### config.mk
export PLATFORM = sky130hd
export DESIGN_NAME = twi_seq
export DESIGN_NICKNAME = d
export VERILOG_FILES = /design/src/rtl/twi_seq.sv
export SDC_FILE = /design/constraint.sdc
export NUM_CORES = 1
export LEC_CHECK = 0
export BUFFER_PORTS_ARGS = -buffer_cell sky130_fd_sc_hd__buf_2
export CORE_AREA = 2 2 86 88
export DETAILED_ROUTE_END_ITERATION = 6
export DIE_AREA = 0 0 88 90
export PLACE_DENSITY = 0.6
export SYNTH_ARGS = -nofsm -noshare
export SYNTH_HDL_FRONTEND = slang
export SYNTH_SLANG_ARGS = --single-unit
### constraint.sdc
create_clock -name clk -period 4.8 [get_ports clk]
set_input_delay 0.72 -clock clk [delete_from_list [all_inputs] [get_ports clk]]
set_output_delay 0.72 -clock clk [all_outputs]
set_load 0.1 [all_outputs]
### src/rtl/twi_seq.sv
// twi_seq: sequences one I2C transfer (START/addr/wdata/RSTART/addr/rdata/RELEASE/STOP/OFF) onto twi_core's register port.
// Latency: all outputs registered; one register write per LOAD/ISSUE cycle, then a wait for i2cr[2] with a 2-cycle skip.
// Backpressure: req ignored while busy; each command waits on core done, bounded by TIMEOUT only with TWI_SEQ_TIMEOUT_EN.
`ifndef I2CR
`define I2CR 8'h01
`endif
`ifndef I2WD
`define I2WD 8'h02
`endif

module twi_seq #(
    parameter int unsigned TIMEOUT = 4095
) (
    input  logic       clk,
    input  logic       rst,
    input  logic       req,
    input  logic [6:0] dev_addr,
    input  logic [3:0] wr_len,
    input  logic [3:0] rd_len,
    input  logic [7:0] wdata,
    output logic       wdata_rd,
    output logic [7:0] rdata,
    output logic       rdata_vld,
    output logic       busy,
    output logic       done,
    output logic       err,
    output logic       twi_wr,
    output logic [7:0] twi_addr,
    output logic [7:0] twi_dout,
    input  logic [7:0] twi_i2cr,
    input  logic [7:0] twi_i2rd
);
    typedef enum logic [3:0] {
        IDLE, START, ADDR_W, WDATA, RSTART, ADDR_R, RDATA, RELEASE, STOP, OFF, FIN
    } state_t;
    typedef enum logic [1:0] {PH_LOAD, PH_ISSUE, PH_WAIT} phase_t;

    state_t     state_q, state_d;
    phase_t     phase_q, phase_d;
    logic [1:0] skip_q, skip_d;
    logic [3:0] wr_cnt_q, wr_cnt_d;
    logic [3:0] rd_cnt_q, rd_cnt_d;
    logic [6:0] addr_q, addr_d;
    logic       busy_q, busy_d;
    logic       done_q, done_d;
    logic [7:0] rdata_q, rdata_d;
    logic       rdata_vld_q, rdata_vld_d;
    logic       wdata_rd_q, wdata_rd_d;
    logic       twi_wr_q, twi_wr_d;
    logic [7:0] twi_addr_q, twi_addr_d;
    logic [7:0] twi_dout_q, twi_dout_d;
`ifdef TWI_SEQ_TIMEOUT_EN
    logic [11:0] tmo_q, tmo_d;
    logic        err_q, err_d;
`endif

    logic unused_i2cr;
    assign unused_i2cr = ^{twi_i2cr[7:3], twi_i2cr[1:0]};

    function automatic logic [7:0] issue_byte(input state_t s);
        logic [2:0] cmd;
        case (s)
            ADDR_W, ADDR_R, WDATA: cmd = 3'b001;
            RDATA:                 cmd = 3'b010;
            STOP:                  cmd = 3'b011;
            RELEASE:               cmd = 3'b100;
            default:               cmd = 3'b000;
        endcase
        return {1'b0, cmd, 4'b0011};
    endfunction

    always_comb begin
        state_d     = state_q;
        phase_d     = phase_q;
        skip_d      = skip_q;
        wr_cnt_d    = wr_cnt_q;
        rd_cnt_d    = rd_cnt_q;
        addr_d      = addr_q;
        busy_d      = busy_q;
        rdata_d     = rdata_q;
        rdata_vld_d = 1'b0;
`ifdef TWI_SEQ_TIMEOUT_EN
        tmo_d       = tmo_q;
        err_d       = err_q;
`endif
        case (state_q)
            IDLE: begin
                if (req) begin
                    addr_d   = dev_addr;
                    wr_cnt_d = wr_len;
                    rd_cnt_d = rd_len;
                    busy_d   = 1'b1;
                    state_d  = START;
                    phase_d  = PH_ISSUE;
`ifdef TWI_SEQ_TIMEOUT_EN
                    err_d    = 1'b0;
`endif
                end
            end
            OFF:     state_d = FIN;
            FIN: begin
                state_d = IDLE;
                busy_d  = 1'b0;
            end
            RELEASE: begin
                state_d = STOP;
                phase_d = PH_ISSUE;
            end
            default: begin
                case (phase_q)
                    PH_LOAD:  phase_d = PH_ISSUE;
                    PH_ISSUE: begin
                        phase_d = PH_WAIT;
                        skip_d  = 2'd2;
`ifdef TWI_SEQ_TIMEOUT_EN
                        tmo_d   = 12'd0;
`endif
                    end
                    default: begin
`ifdef TWI_SEQ_TIMEOUT_EN
                        tmo_d = tmo_q + 12'd1;
`endif
                        // the first two WAIT cycles cover twi_core's init/done clear latency
                        if (skip_q != 2'd0) begin
                            skip_d = skip_q - 2'd1;
                        end else if (twi_i2cr[2]) begin
                            case (state_q)
                                START: begin
                                    state_d = (wr_cnt_q == 4'd0 && rd_cnt_q != 4'd0) ? ADDR_R : ADDR_W;
                                    phase_d = PH_LOAD;
                                end
                                ADDR_W: begin
                                    state_d = (wr_cnt_q != 4'd0) ? WDATA : STOP;
                                    phase_d = (wr_cnt_q != 4'd0) ? PH_LOAD : PH_ISSUE;
                                end
                                WDATA: begin
                                    wr_cnt_d = wr_cnt_q - 4'd1;
                                    if (wr_cnt_q > 4'd1) begin
                                        phase_d = PH_LOAD;
                                    end else begin
                                        state_d = (rd_cnt_q != 4'd0) ? RSTART : STOP;
                                        phase_d = PH_ISSUE;
                                    end
                                end
                                RSTART: begin
                                    state_d = ADDR_R;
                                    phase_d = PH_LOAD;
                                end
                                ADDR_R: begin
                                    state_d = RDATA;
                                    phase_d = PH_ISSUE;
                                end
                                RDATA: begin
                                    rdata_d     = twi_i2rd;
                                    rdata_vld_d = 1'b1;
                                    rd_cnt_d    = rd_cnt_q - 4'd1;
                                    state_d     = (rd_cnt_q > 4'd1) ? RDATA : RELEASE;
                                    phase_d     = PH_ISSUE;
                                end
                                STOP:    state_d = OFF;
                                default: state_d = IDLE;
                            endcase
                        end
`ifdef TWI_SEQ_TIMEOUT_EN
                        if (tmo_d == 12'(TIMEOUT) && !(skip_q == 2'd0 && twi_i2cr[2])) begin
                            err_d   = 1'b1;
                            state_d = (state_q == STOP) ? OFF : STOP;
                            phase_d = PH_ISSUE;
                        end
`endif
                    end
                endcase
            end
        endcase

        // outputs are decoded from the next state so they register in step with it
        twi_wr_d   = 1'b0;
        twi_addr_d = 8'h00;
        twi_dout_d = 8'h00;
        wdata_rd_d = 1'b0;
        case (state_d)
            IDLE, FIN: begin
            end
            OFF: begin
                twi_wr_d   = 1'b1;
                twi_addr_d = `I2CR;
            end
            default: begin
                if (phase_d == PH_LOAD) begin
                    twi_wr_d   = 1'b1;
                    twi_addr_d = `I2WD;
                    twi_dout_d = (state_d == WDATA) ? wdata : {addr_d, state_d == ADDR_R};
                    wdata_rd_d = (state_d == WDATA);
                end else if (phase_d == PH_ISSUE) begin
                    twi_wr_d   = 1'b1;
                    twi_addr_d = `I2CR;
                    twi_dout_d = issue_byte(state_d);
                end
            end
        endcase
        done_d = (state_d == FIN);
    end

    always_ff @(posedge clk or posedge rst) begin
        if (rst) begin
            state_q     <= IDLE;
            phase_q     <= PH_LOAD;
            skip_q      <= 2'd0;
            wr_cnt_q    <= 4'd0;
            rd_cnt_q    <= 4'd0;
            addr_q      <= 7'd0;
            busy_q      <= 1'b0;
            done_q      <= 1'b0;
            rdata_q     <= 8'h00;
            rdata_vld_q <= 1'b0;
            wdata_rd_q  <= 1'b0;
            twi_wr_q    <= 1'b0;
            twi_addr_q  <= 8'h00;
            twi_dout_q  <= 8'h00;
`ifdef TWI_SEQ_TIMEOUT_EN
            tmo_q       <= 12'd0;
            err_q       <= 1'b0;
`endif
        end else begin
            state_q     <= state_d;
            phase_q     <= phase_d;
            skip_q      <= skip_d;
            wr_cnt_q    <= wr_cnt_d;
            rd_cnt_q    <= rd_cnt_d;
            addr_q      <= addr_d;
            busy_q      <= busy_d;
            done_q      <= done_d;
            rdata_q     <= rdata_d;
            rdata_vld_q <= rdata_vld_d;
            wdata_rd_q  <= wdata_rd_d;
            twi_wr_q    <= twi_wr_d;
            twi_addr_q  <= twi_addr_d;
            twi_dout_q  <= twi_dout_d;
`ifdef TWI_SEQ_TIMEOUT_EN
            tmo_q       <= tmo_d;
            err_q       <= err_d;
`endif
        end
    end

    assign wdata_rd  = wdata_rd_q;
    assign rdata     = rdata_q;
    assign rdata_vld = rdata_vld_q;
    assign busy      = busy_q;
    assign done      = done_q;
    assign twi_wr    = twi_wr_q;
    assign twi_addr  = twi_addr_q;
    assign twi_dout  = twi_dout_q;
`ifdef TWI_SEQ_TIMEOUT_EN
    assign err       = err_q;
`else
    assign err       = 1'b0;
`endif

endmodule

== Word level (Yosys, flattened, before mapping) ==
Index checks and enable logic that the tools add are counted.

* Flip-flop bits (word level): 52
* Input port bits: 42
* Output and inout port bits: 30
* Logic and storage cells: 130

* Add/subtract/negate cells: 3
* Order comparisons: 2
* Eq/ne operators: 23
* Mux-type cells: 55
* Bitwise gates (word level): 5
* Reduce and logical (&&, ||, !) cells: 28

{| class="wikitable"
|+ Operators by type and width
! kind !! count
|-
| $mux W4 || 17
|-
| $eq A4 B3 Y1 const B || 7
|-
| $pmux W4 S7 || 1
|-
| $eq A4 B4 Y1 const B || 6
|-
| $mux W8 || 3
|-
| $mux W7 || 3
|-
| $eq A4 B2 Y1 const B || 4
|-
| $pmux W4 S2 || 2
|-
| $pmux W4 S4 || 1
|-
| $mux W1 || 14
|-
| $logic_not A4 Y1 || 3
|-
| $pmux W2 S2 || 3
|-
| $pmux W3 S4 || 1
|-
| $reduce_and A6 Y1 || 2
|-
| $reduce_bool A2 Y1 || 6
|-
| $mux W2 || 5
|-
| $reduce_or A2 Y1 || 5
|-
| $reduce_or A3 Y1 || 3
|-
| $gt A4 B1 Y1 const B || 2
|-
| $pmux W2 S4 || 1
|-
| $reduce_bool A4 Y1 || 2
|-
| $sub A4 B1 Y4 const B || 2
|-
| $pmux W2 S3 || 1
|-
| $not A1 Y1 || 5
|-
| 13 further kinds || 17
|}

== Depth between registers and ports, before layout ==
* Depth after elaboration: 14
* Depth in mapped cells: 12
* Depth with buffers taken out: 11

== Worst setup path before layout ==
Ideal clock, no wire load.

* Path kind: register -> register
* From: reg wr_cnt_q[0]
* To: reg twi_dout_q[4], in the netlist twi_dout[4]
* Setup time: 129 ps
* Arrival: 2,239 ps
* Data required time: 4,671 ps
* Slack: 2,432 ps
* Cell stages (with the launch flop): 12
* Path buffers: 1
* Period minus slack after synthesis: 2,368 ps
* Cell sequence: dfrtp_1 inv_1 ha_1 or2_1 a31oi_1 o22ai_1 nor4bb_1 o21a_1 buf_6 mux2_4 nor2_1 a211oi_1

* Cells in the longest elaborated chain, start to end: 14
* Elaborated cells between the ends (all ways): 37
* Those cells by class: order compare (1); eq/ne (9); mux (20); reduce/logical (7)

{| class="wikitable"
|+ RTL lines
! what !! RTL line !! text
|-
| from (decl) || 41 || <nowiki>logic [3:0] wr_cnt_q, wr_cnt_d;</nowiki>
|-
| from (signal assigned) || 228 || <nowiki>wr_cnt_q <= wr_cnt_d;</nowiki>
|-
| parallel branches: the longest is 3 deep, another holds $gt A4 B1 Y1 || - ||
|-
| $pmux W4 S7 (*) || 127 || <nowiki>case (state_q)</nowiki>
|-
| $mux W4 (*) || 126 || <nowiki>end else if (twi_i2cr[2]) begin</nowiki>
|-
| $mux W4 (*) || 124 || <nowiki>if (skip_q != 2'd0) begin</nowiki>
|-
| $mux W4 (*) || 110 || <nowiki>case (phase_q)</nowiki>
|-
| $pmux W4 S4 (*) || 86 || <nowiki>case (state_q)</nowiki>
|-
| via state_d[2] || 38 || <nowiki>state_t state_q, state_d;</nowiki>
|-
| $eq A4 B2 Y1, or another cell as far along || 62, 192 ||
|-
| $reduce_or A3 Y1 || 62 || <nowiki>case (s)</nowiki>
|-
| $pmux W3 S4 || 62 ||
|-
| $mux W7 || 194 || <nowiki>end else if (phase_d == PH_ISSUE) begin</nowiki>
|-
| $mux W8 || 189 || <nowiki>if (phase_d == PH_LOAD) begin</nowiki>
|-
| $mux W8 (*) || 181 || <nowiki>case (state_d)</nowiki>
|-
| via twi_dout_d[4] || 51 || <nowiki>logic [7:0] twi_dout_q, twi_dout_d;</nowiki>
|-
| to (signal assigned) || 238 || <nowiki>twi_dout_q <= twi_dout_d;</nowiki>
|-
| to (decl) || 51 ||
|}

Mark *: on every way through the listed nets, which the timed path passes.
A chain may end at the register's enable or synchronous reset.

== Worst setup path after layout ==
* From: reg state_q[3]
* To: reg twi_dout_q[4], in the netlist twi_dout[4]

* Cells in the longest elaborated chain, start to end: 12
* Elaborated cells between the ends (all ways): 45
* Those cells by class: eq/ne (19); mux (18); reduce/logical (8)

{| class="wikitable"
|+ RTL lines
! what !! RTL line !! text
|-
| from (decl) || 38 ||
|-
| from (signal assigned) || 225 || <nowiki>state_q <= state_d;</nowiki>
|-
| $eq A4 B4 Y1, or another cell as far along || 127 ||
|-
| $pmux W4 S7 || 127 ||
|-
| $mux W4 || 126 ||
|-
| $mux W4 || 124 ||
|-
| $mux W4 || 110 ||
|-
| $pmux W4 S4 || 86 ||
|-
| $eq A4 B2 Y1, or another cell as far along || 62, 192 ||
|-
| $reduce_or A3 Y1 || 62 ||
|-
| $pmux W3 S4 || 62 ||
|-
| $mux W7 || 194 ||
|-
| $mux W8 || 189 ||
|-
| $mux W8 (*) || 181 ||
|-
| via twi_dout_d[4] || 51 ||
|}

The timed path passes the listed nets; every way through them passes the cells marked *.

==> results.tsv <==
stage	metric	value	unit
timing	skew	12.32	ps
place	dp.cells	427	
layout	drive_gt1_share	27.68	%
clocking	clk_latency	300	ps
routing	wl	5.885	mm
place	io_buffer_count	57	
place	gp_congestion	0.8708	
grt	grtUsageTotal	15.64	%
timing	tns	0	ps
synth	synth_seq_cells	46	
clocking	holdBufCountCts	0	
synth	yosys_most_used_dff	dfrtp_1	
setup_path	crit_fanout	18	
timing	timing.final.ws_setup	1800	ps
setup_path	critical_path_class	reg2reg	
layout	final_common_cell	buf_2	
layout	fin_area	3133	um^2
setup_path	worst_ep_required_time	4970	ps
synth	synth_edf_count	0	
job	cap_violations	0	
synth	yosysTopAreaCell	dfrtp_1	
clocking	cts_setup_buffers	0	
synth	avgSynthCellArea	9.635	um^2
clocking	numCtsBuffers	5	
die	die-area	7920	um^2
place	dpl_worst_slack	1784	ps
power_and_ir_drop	leakage	0.001481	uW
routing	drc_errors	0	
timing	fin_crit	3000	ps
die	fp.coreArea	7020	um^2
grt	antenna_found_initial	0	
clocking	numClockSinks	46	
synth	synthArstFlopShare	100.0	%
grt	overflow	0	
layout	stdcell_count	435	
setup_path	crit_path_start_kind	register	
timing	hold_viol	0	
min_path	hold_path.class	reg2reg	
clocking	cts_max_level	2	
grt	grt_max_degree	47	
die	num_io_pins	72	
timing	slew_headroom	35.50	%
timing	whs	499.6	ps
setup_path	crit_arrival	3170	ps
layout	final_cell_mix	57 x buf_2, 46 x dfrtp_1, 28 x nor2_1	
grt	grt_first_pass_wirelength	10.12	mm
die	dieWidth	88	um
clocking	cts_resized	0	
clocking	cts_max_path_buffers	2	
routing	first_pass_iters	4	
synth	yosysSeqAreaShare	42.07	%
synth	synth_area	2736	um^2
timing	slew_violations	0	
outcome	outcome	finished, final reports clean	
clocking	cts.clk_slew.worst_paths	90	ps
die	rows	31	
synth	synth_area_leaders	dfrtp_1 42%, mux2_2 6.2%, nor2_1 3.8%	
power_and_ir_drop	peakVddDrop	0.2850	mV
routing	wl_per_cell	13.53	um
timing	setup_viol	0	
place	dpl.hpwl	4.224	mm
place	dpl_cell_area	3023	um^2
setup_path	endpoint_kind	register	
die	initial_core_util	38.98	%
routing	vias_per_cell	5.218	
power_and_ir_drop	power_density	735.2	nW/um^2
synth	synth_top_area_share	42.07	%
timing	clock.fmax	333.3	MHz
routing	ant_nets	0	
synth	synth_warnings	0	
synth	synth_cell_types	60	
layout	diodes	0	
die	die_h	90	um
clocking	cts_tree	yes	
routing	num_vias	2270	
timing	worst_pin_slew	966.1	ps
clocking	cts_root_buffer	clkbuf_8	
synth	syn_inst	284	
layout	n_fill_cell	694	
routing	initialDrtViolationCount	238	
timing	period_share	62.50	%
layout	area_delta_synth_final	14.49	%
layout	fin_nets	384	
timing	rsz0062_at_grt	false	
grt	grt_pass1_vias	2195	
## critical path, cell delays in order, from the launching register on
cell and delay, ps:
dfrtp_1 760, clkinv_1 420, o21ai_0 380, a31oi_2 150, nor4bb_1 300, o21a_1 410
mux2_4 330, nor2_1 90, a211oi_1 50
## metal layers
layer  up-vias  share of wire (%)  GRT usage [%]
met5         -                  0              0
met4         0                1.4          4.872
met1      1075                 46          22.21
met2        76                 47          23.99
met3        11                5.6          2.938
li1       1108                  -              -
## path summary, 6_finish.rpt
kind / start / endpoint / slack [ps] / cells after the start
max: state_q[3]$_DFF_PP0_ / twi_dout[4]$_DFF_PP0_ / 1800 / 8
min: busy$_DFFE_PP0P_ / busy$_DFFE_PP0P_ / 500 / 2
max reg2reg: state_q[3]$_DFF_PP0_ / twi_dout[4]$_DFF_PP0_ / 1800 / 8
min reg2reg: busy$_DFFE_PP0P_ / busy$_DFFE_PP0P_ / 500 / 2
max in group asynchronous: rst / rdata[0]$_DFFE_PP0P_ / 3560 / 2
min in group asynchronous: rst / state_q[2]$_DFF_PP0_ / 640 / 2
## final cells by class
type	instances	area, um^2	area share, %
clock buffers	6	72.57	2.316
inverters	18	72.57	2.316
clock inverters	2	37.54	1.198
multi-input cells	206	1383	44.13
well taps	99	123.9	3.954
flip-flops and latches	46	1151	36.74
repair buffers	58	292.8	9.345
## registers in the layout, indices dropped and copies added (netlist names)
register,count
wr_cnt_q,4
twi_dout,8
busy,1
twi_addr,2
addr_q,7
done,1
rdata_vld,1
wdata_rd,1
rdata,8
state_q,4
skip_q,2
rd_cnt_q,4
twi_wr,1
phase_q,2
## Yosys cell counts (2+ instances only)
cell type,count
a31oi_1,8
a211oi_1,4
nor3_2,2
dfrtp_1,46
ha_1,7
buf_4,9
o21ai_0,18
o2111ai_1,2
o22ai_1,4
nor3_1,9
nor2_1,28
o22a_1,3
a21oi_1,14
buf_2,5
nor4bb_1,2
mux2_2,15
a21o_1,2
o21ai_1,2
mux2_4,2
and3_1,5
nand3_1,7
nand2_1,23
or2_1,2
buf_6,5
inv_1,16
mux2i_1,7
nor3b_1,4
## through the flow
| step | utilization (%) | power, uW |
|---|---|---|
| final | 44.63 | 2303 |
| after global routing | 44.63 | 2516 |
| after CTS | 44.63 | 2322 |
| after detailed placement | 43.06 | 2027 |
| after global placement | 43.06 | 1999 |
| after floorplan | - | 1800 |
## kinds of logic (layout without fill, tap and decap cells)
group / after synthesis / count (layout) / share of synthesized area, %
and+or+nand+nor: 93 / 93 / 18.06
AOI/OAI and AO/OA: 73 / 73 / 17.83
DFF: 46 / 46 / 42.07
buffers and inverters: 38 / 84 / 8.230
muxes: 24 / 24 / 9.831
adders and majority gates: 7 / 7 / 3.201
xor gates and xnor gates: 2 / 2 / 0.6403
other: 1 / 7 / 0.1370
## power by group
part,switching (uW),internal [uW]
logic,871,473
registers,158,513
clock network,133,156
Power figures use the tool's default switching activity.
